### src/rtl/mux_arb_pkg.sv
// rtl/mux_arb_pkg.sv - shared arbitration mode constants and index-width helper
package mux_arb_pkg;

  localparam int ARB_RR    = 0;
  localparam int ARB_FIXED = 1;

  // Source index width; a single channel still needs one bit to carry a port.
  function automatic int clog2_min1(input int n);
    int w;
    w = 0;
    while ((1 << w) < n) w++;
    return (w < 1) ? 1 : w;
  endfunction

endpackage

### src/rtl/rr_arbiter.sv
// rtl/rr_arbiter.sv - combinational round-robin / fixed-priority arbiter
module rr_arbiter
  import mux_arb_pkg::*;
#(
  parameter int N    = 2,
  parameter int MODE = ARB_RR,
  localparam int SEL_W = clog2_min1(N)
) (
  input  logic [N-1:0]     req,
  input  logic [SEL_W-1:0] ptr,
  output logic [N-1:0]     grant,
  output logic [SEL_W-1:0] grant_idx
);

  always_comb begin
    int start;
    int idx;
    logic found;
    grant     = '0;
    grant_idx = '0;
    found     = 1'b0;
    start     = (MODE == ARB_FIXED) ? 0 : int'(ptr);
    // A pointer past the last channel (non power-of-two N) restarts at 0.
    if (start >= N) start = 0;
    for (int k = 0; k < N; k++) begin
      idx = start + k;
      if (idx >= N) idx = idx - N;
      if (!found && req[idx]) begin
        found      = 1'b1;
        grant[idx] = 1'b1;
        grant_idx  = SEL_W'(idx);
      end
    end
  end

endmodule

### src/rtl/mux_arb_reg.sv
// rtl/mux_arb_reg.sv - N-channel arbitrated mux with registered valid/ready output
module mux_arb_reg
  import mux_arb_pkg::*;
#(
  parameter int WIDTH = 32,
  parameter int N     = 2,
  parameter int MODE  = ARB_RR,
  localparam int SEL_W = clog2_min1(N)
) (
  input  logic               clk,
  input  logic               reset,
  input  logic [N*WIDTH-1:0] in_data,
  input  logic [N-1:0]       in_valid,
  output logic [N-1:0]       in_ready,
  output logic [WIDTH-1:0]   out_data,
  output logic [SEL_W-1:0]   out_src,
  output logic               out_valid,
  input  logic               out_ready
);

  logic [SEL_W-1:0] ptr;
  logic [N-1:0]     grant;
  logic [SEL_W-1:0] grant_idx;
  logic             load;
  logic             xfer;
  logic [WIDTH-1:0] sel_word;

  rr_arbiter #(
    .N    (N),
    .MODE (MODE)
  ) u_arb (
    .req       (in_valid),
    .ptr       (ptr),
    .grant     (grant),
    .grant_idx (grant_idx)
  );

  assign load     = !out_valid || out_ready;
  assign in_ready = reset ? '0 : (grant & {N{load}});
  assign xfer     = |in_ready;

  // AND-OR select so unselected channels cannot leak X into the output.
  always_comb begin
    sel_word = '0;
    for (int i = 0; i < N; i++) begin
      sel_word = sel_word | (in_data[i*WIDTH +: WIDTH] & {WIDTH{grant[i]}});
    end
  end

  always_ff @(posedge clk) begin
    if (reset) begin
      out_valid <= 1'b0;
      out_data  <= '0;
      out_src   <= '0;
    end else if (xfer) begin
      out_valid <= 1'b1;
      out_data  <= sel_word;
      out_src   <= grant_idx;
    end else if (out_ready) begin
      out_valid <= 1'b0;
    end
  end

  always_ff @(posedge clk) begin
    if (reset) begin
      ptr <= '0;
    end else if (xfer && MODE == ARB_RR) begin
      ptr <= (grant_idx == SEL_W'(N-1)) ? '0 : grant_idx + 1'b1;
    end
  end

endmodule

### config.mk
export PLATFORM = sky130hd
export DESIGN_NAME = mux_arb_reg
export DESIGN_NICKNAME = d
export VERILOG_FILES = /design/src/rtl/mux_arb_pkg.sv /design/src/rtl/rr_arbiter.sv /design/src/rtl/mux_arb_reg.sv
export SDC_FILE = /design/constraint.sdc
export NUM_CORES = 1
export LEC_CHECK = 0
export CELL_PAD_IN_SITES_DETAIL_PLACEMENT = 0
export CELL_PAD_IN_SITES_GLOBAL_PLACEMENT = 1
export CORE_MARGIN = 2
export CORE_UTILIZATION = 27
export CTS_BUF_LIST = sky130_fd_sc_hd__clkbuf_8
export CTS_CLUSTER_DIAMETER = 80
export DETAILED_ROUTE_END_ITERATION = 10
export PLACE_DENSITY_LB_ADDON = 0.1
export REMOVE_ABC_BUFFERS = 1
export SETUP_SLACK_MARGIN = 0.4
export SLEW_MARGIN = 20
export SYNTH_ARGS = -nofsm -noshare
export SYNTH_HDL_FRONTEND = slang
export SYNTH_HIERARCHICAL = 1
export SYNTH_SLANG_ARGS = --single-unit
### constraint.sdc
create_clock -name clk -period 1.8 [get_ports clk]
set_clock_uncertainty 0.1 [all_clocks]
set_input_delay 0.36 -clock clk [delete_from_list [all_inputs] [get_ports clk]]
set_output_delay 0.36 -clock clk [all_outputs]
set_load 0.05 [all_outputs]
Yosys cells after proc, flatten, opt, wreduce, memory -nomap -nowiden
Index checks and enable logic that the tools add are counted.

operators by class
  add/subtract/negate cells = 4
  $mul = 0
  div/mod/pow operators = 0
  $lt $le $gt $ge = 6
  equal/unequal tests = 0
  shifts and indexed selects = 0
  multiplexer cells = 21
  bitwise gates (word level) = 5
  reduce and logical (&&, ||, !) cells = 8

operators with widths
  operator                                                                 count
  32-bit AND                                                               2
  32-bit by 1-bit >= comparator with 1-bit output (second input constant)  2
  32-bit by 3-bit < comparator with 1-bit output (second input constant)   2
  32-bit two-way mux                                                       2
  32-bit by 3-bit >= comparator with 1-bit output (second input constant)  1
  32-bit bitwise OR                                                        1
  32-bit by 3-bit subtractor with 32-bit output (second input constant)    1
  1-bit two-way mux                                                        14
  2-bit two-way mux                                                        3
  1-bit logical AND                                                        3
  1-bit by 2-bit subtractor with 3-bit output (second input constant)      1
  1-bit by 1-bit adder with 2-bit output (second input constant)           1
  2-bit AND                                                                1
  1-bit demux with 1-bit select                                            2
  1-bit by 2-bit >= comparator with 1-bit output (second input constant)   1
  1-bit logical NOT                                                        2
  2-bit bitwise OR                                                         1
  2-bit nonzero test                                                       1
  2-bit OR reduction                                                       1
  1-bit adder (second input constant)                                      1
  1-bit logical OR                                                         1

storage, ports and cells
  bits in registers = 35
  bits in latches = 0
  RAM bits = 0
  ROM bits = 0
  input port bits = 69
  logic and storage cells = 48
  memories = 0

Logic depth before layout (Yosys ltp)
  word-level depth = 13
  gate-level depth with buffers = 8

Cells and area by module
The synthesis kept the hierarchy.

modules (own cells, without submodules)
  module       instances  cells each  area an instance (sq um)
  mux_arb_reg  1          170         1,695.4
  rr_arbiter   1          4           30.0

Worst setup path after synthesis
OpenSTA, ideal clock, no wires.

  path kind = register to output
  start point = reg ptr
  end point = out in_ready[1]
  arrival time = 1.422 ns
  required time = 1.340 ns
  slack = -0.082 ns
  cell stages (with the launch flop) = 6
  cell sequence = dfxtp_1 > inv_1 > a21boi_1 > buf_4 > clkbuf_1 > and3_1

between the ends
  longest elaborated chain between the ends = 11
  elaborated cells on any way between the ends = 31
  classes of those cells = 3 x add/sub; 6 x order compare; 16 x mux; 2 x bitwise; 4 x reduce/logical

RTL lines
  item                                                                                           RTL line           RTL
  start, declared                                                                                mux_arb_reg.sv:21  logic [SEL_W-1:0] ptr;
  start signal, assigned                                                                         mux_arb_reg.sv:68  ptr <= (grant_idx == SEL_W'(N-1)) ? '0 : grant_idx + 1'b1;
  1-bit by 1-bit adder with 2-bit output (tied with other cells)                                 rr_arbiter.sv:26   idx = start + k;
  32-bit by 3-bit subtractor with 32-bit output (tied with other cells)                          rr_arbiter.sv:27   if (idx >= N) idx = idx - N;
  32-bit two-way mux (tied with other cells)                                                     rr_arbiter.sv:27
  32-bit by 1-bit >= comparator with 1-bit output (implied by the code) (tied with other cells)  rr_arbiter.sv:30   grant[idx] = 1'b1;
  1-bit logical AND (implied by the code) (tied with other cells)                                rr_arbiter.sv:30
  1-bit two-way mux (implied by the code) (tied with other cells)                                rr_arbiter.sv:30
  1-bit demux with 1-bit select (tied with other cells)                                          -
  2-bit bitwise OR (no source line) / 1-bit logical AND (equally long branches)                  -
  2-bit two-way mux (*)                                                                          rr_arbiter.sv:28   if (!found && req[idx]) begin
  via grant[1]                                                                                   mux_arb_reg.sv:22  logic [N-1:0] grant;
  2-bit AND (*)                                                                                  mux_arb_reg.sv:39  assign in_ready = reset ? '0 : (grant & {N{load}});
  2-bit two-way mux (*)                                                                          mux_arb_reg.sv:39
  end, declared                                                                                  mux_arb_reg.sv:14  output logic [N-1:0] in_ready,

Mark *: on every way through the listed nets, which the timed path passes. The rest lies on a longest branch. The select of a mux whose other input is x is not followed.

Final worst setup path
Same ends and word-level chain as after synthesis.

==> reports/qor.yml <==
number_of_antenna_violations_at_the_first_check_in_global_routing: 0
die_h_um: 83.9
postRouteWirelength_mm: 5.87
fmax_ghz: 0.612
synthCells: 174
initial_utilization_pct: 27.5
setup_violations: 0
rows: 29
drt_first_pass_iters: 4
detail_route.iter0.violations: 66
cp_max_fo: 3
h-tree-depth: 2
power.density_nw_per_um2: 797
synthDistinctLibCells: 25
drt-wirelength-per-cell_um: 16.3
die-area_sq_um: 7050
regArea_sq_um: 706
tritoncts.num_buffers: 5
routed-via-count: 1872
postRouteAntennaNets: 0
total_leakage_power_nw: 1.18
vdd.ir_drop.worst_uv: 374
register_area_share_after_synthesis_pct: 40.6
placedCellCount: 347
timing.critical_path.from_type: "flip-flop"
critical_path_class: "reg -> out"
worst_path_dominant_cell_family: "flip-flops"
core-area_sq_um: 6280
reg2regPathDepth: 7
vias_per_cell: 5.20
worstSkewPairLatency_ns: 0.28
ys_warn_count: 6
crit_slowest_cell: "sky130_fd_sc_hd__dfxtp_4"
syn_area_per_cell_sq_um: 9.92
hpwlAfterDp_mm: 4.15
grt_overflow_total: 0
gp_congestion: 0.699
cp_data_required_time_ns: 1.34
final_cell_mix: "sky130_fd_sc_hd__clkdlybuf4s50_1, sky130_fd_sc_hd__buf_4, sky130_fd_sc_hd__dfxtp_1"
synth_simple_gate_area_share_pct: 3.70
synth_xor_xnor_area_share_pct: 0
antennaDiodeCount: 0
fp.dieW_um: 83.9
hold_buffers: 0
layout_cells_sized_above_1_pct: 33.2
finalSetupTns_ns: 0
power.total_mw: 2.46
grt_pass1_vias: 1852
grt_pass1_wl_mm: 9.60
yosys_register_bits: 35
placed_area_sq_um: 2790
drv_cap: 0
post_synthesis_instance_area_sq_um: 1730
final_design_area_no_fill_sq_um: 3080
unrepaired_setup_endpoints_after_global_routing: "yes"
timing.critical_path.slowest_cell_delay_ns: 0.38
grt_start_max_net_pins: 26
depth_of_the_worst_hold_timing_path: 2
final_max_slew_viol_count: 0
critical_path_arrival_ns: 1.17
timing.final.crit_period_ns: 1.63
critical_path.endpoint_type: "primary output"
buffer_ports.inserted: 104
post-route-drc-count: 0
cts_num_sinks: 35
floorplan.io_pins: 105
worstPathCellList: "inv_4 -> a21boi_4 -> and3_4 -> buf_12"
layout_worst_path_cycle_share_pct: 90.7
fillerInstances: 624
layout_commonest_cell: "sky130_fd_sc_hd__clkdlybuf4s50_1"
status: "finished clean"
final_hold_viol_count: 0
synth_compound_gate_area_share_pct: 45.8
worst_pin_slew_ns: 0.285
critical_path_launch_point: "ptr"
min_path_type: "reg -> reg"
area_growth_syn_to_layout_pct: 78.5
timing.critical_path.depth: 4
clock_path_buffers: 2
layoutNonFillerInstCount: 360
tritoncts: "built"
finalNetCount: 351
worstReg2RegStart: "ptr"
cts_root_buffer: "sky130_fd_sc_hd__clkbuf_8"
relSlewSlack_pct: 81.0
multi_input_logic_area_sq_um: 958
timing.hold.worst.start: "out_src"
yosys.area_share.adder_pct: 0
yosys-mux-area-fraction_pct: 0
critical_path.n_buffers_inverters: 2
synth_top_family_by_area: "compound AO/OA/AOI/OAI gates"
grt_resource_usage_total_pct: 16.7
clock_transition_at_the_registers_of_the_reported_paths_ns: 0.07
-- cells in the mapped netlist --
cell                       count  share of area (%)
sky130_fd_sc_hd__buf_2         8                2.3
sky130_fd_sc_hd__a21oi_1       1               0.29
sky130_fd_sc_hd__a211oi_2      3                2.2
sky130_fd_sc_hd__buf_6         5                3.3
sky130_fd_sc_hd__a21boi_2      1               0.65
sky130_fd_sc_hd__a31oi_4       3                3.7
sky130_fd_sc_hd__nor3_2        1               0.58
sky130_fd_sc_hd__o211ai_1      1               0.44
sky130_fd_sc_hd__a21boi_1      2               0.87
sky130_fd_sc_hd__a31oi_1      29                 11
sky130_fd_sc_hd__a22oi_1      32                 14
sky130_fd_sc_hd__nor2b_1       1               0.36
sky130_fd_sc_hd__nand4_2       1               0.73
sky130_fd_sc_hd__clkbuf_1      8                1.7
sky130_fd_sc_hd__or2_1         1               0.36
sky130_fd_sc_hd__and3_1        2               0.73
sky130_fd_sc_hd__o211a_1       1               0.58
sky130_fd_sc_hd__inv_1         1               0.22
sky130_fd_sc_hd__buf_4         5                2.2
sky130_fd_sc_hd__nor2_2        1               0.36
sky130_fd_sc_hd__nand2b_1      1               0.36
sky130_fd_sc_hd__dfxtp_1      35                 41
sky130_fd_sc_hd__nand2_1       1               0.22
sky130_fd_sc_hd__a211oi_1     29                 13
sky130_fd_sc_hd__inv_2         1               0.22
-- flip-flops by register name (all words and copies together) (netlist names) --
name and cells:
out_valid 1, out_src 1, ptr 1, out_data 32
-- worst min-delay path, cell delays in order (launching register included) --
cell	delay, ns
sky130_fd_sc_hd__dfxtp_1	0.32
sky130_fd_sc_hd__o211ai_1	0.08
sky130_fd_sc_hd__nand2_1	0.06
-- logic make-up (layout without fill, tap and decap cells) --
logic type / Yosys count / after routing
AOI/OAI and AO/OA: 102 / 102
buffers and inverters: 28 / 137
DFF: 35 / 35
and+or+nand+nor: 9 / 9
-- through the flow --
| step | utilization [%] | worst slack (ns) | hold WS [ns] |
|---|---|---|---|
| after global placement | 44.5 | -0.305 | 0.392 |
| after detailed placement | 44.5 | -0.311 | 0.396 |
| after CTS | 48.6 | 0.141 | 0.406 |
| after floorplan | - | -1.46 | 0.325 |
| final | 49.1 | 0.167 | 0.402 |
| after global routing | 49.1 | 0.116 | 0.424 |
-- where the power goes --
group	switching [mW]	internal, mW
sequential	0.0471	0.844
combinational	0.521	0.418
clock	0.282	0.344
-- area by class of cell --
cell class,count,share of cell area [%]
Tap cell,77,3.13
Multi-Input combinational cell,111,31.1
Clock inverter,1,0.122
Clock buffer,7,3.13
Sequential cell,35,22.9
Timing Repair Buffer,127,39.3
Inverter,2,0.325
-- repair_timing --
item | in CTS | in global routing
resized for setup | 32 | 4
pin swaps | 37 | 20
setup buffers | 3 | 0
endpoints found under the setup margin | 37 | 36
gates cloned | 2 | 0
-- metal layers --
metal,part of all wire (%),vias up,track usage [%],routed length [um]
met2,46,80,27.1,2720
li1,-,923,-,-
met4,0.77,0,3.52,45
met5,0,-,0,0
met1,45,863,21.5,2640
met3,8.0,6,5.54,471
-- path summary, 6_finish.rpt --
check,end,slack (ns)
worst max-delay path,in_ready[1],0.17
worst min-delay path,out_src,0.40
worst max register to register,out_data[30],0.27
worst min register to register,out_src,0.40
Power figures use the tool's default switching activity.
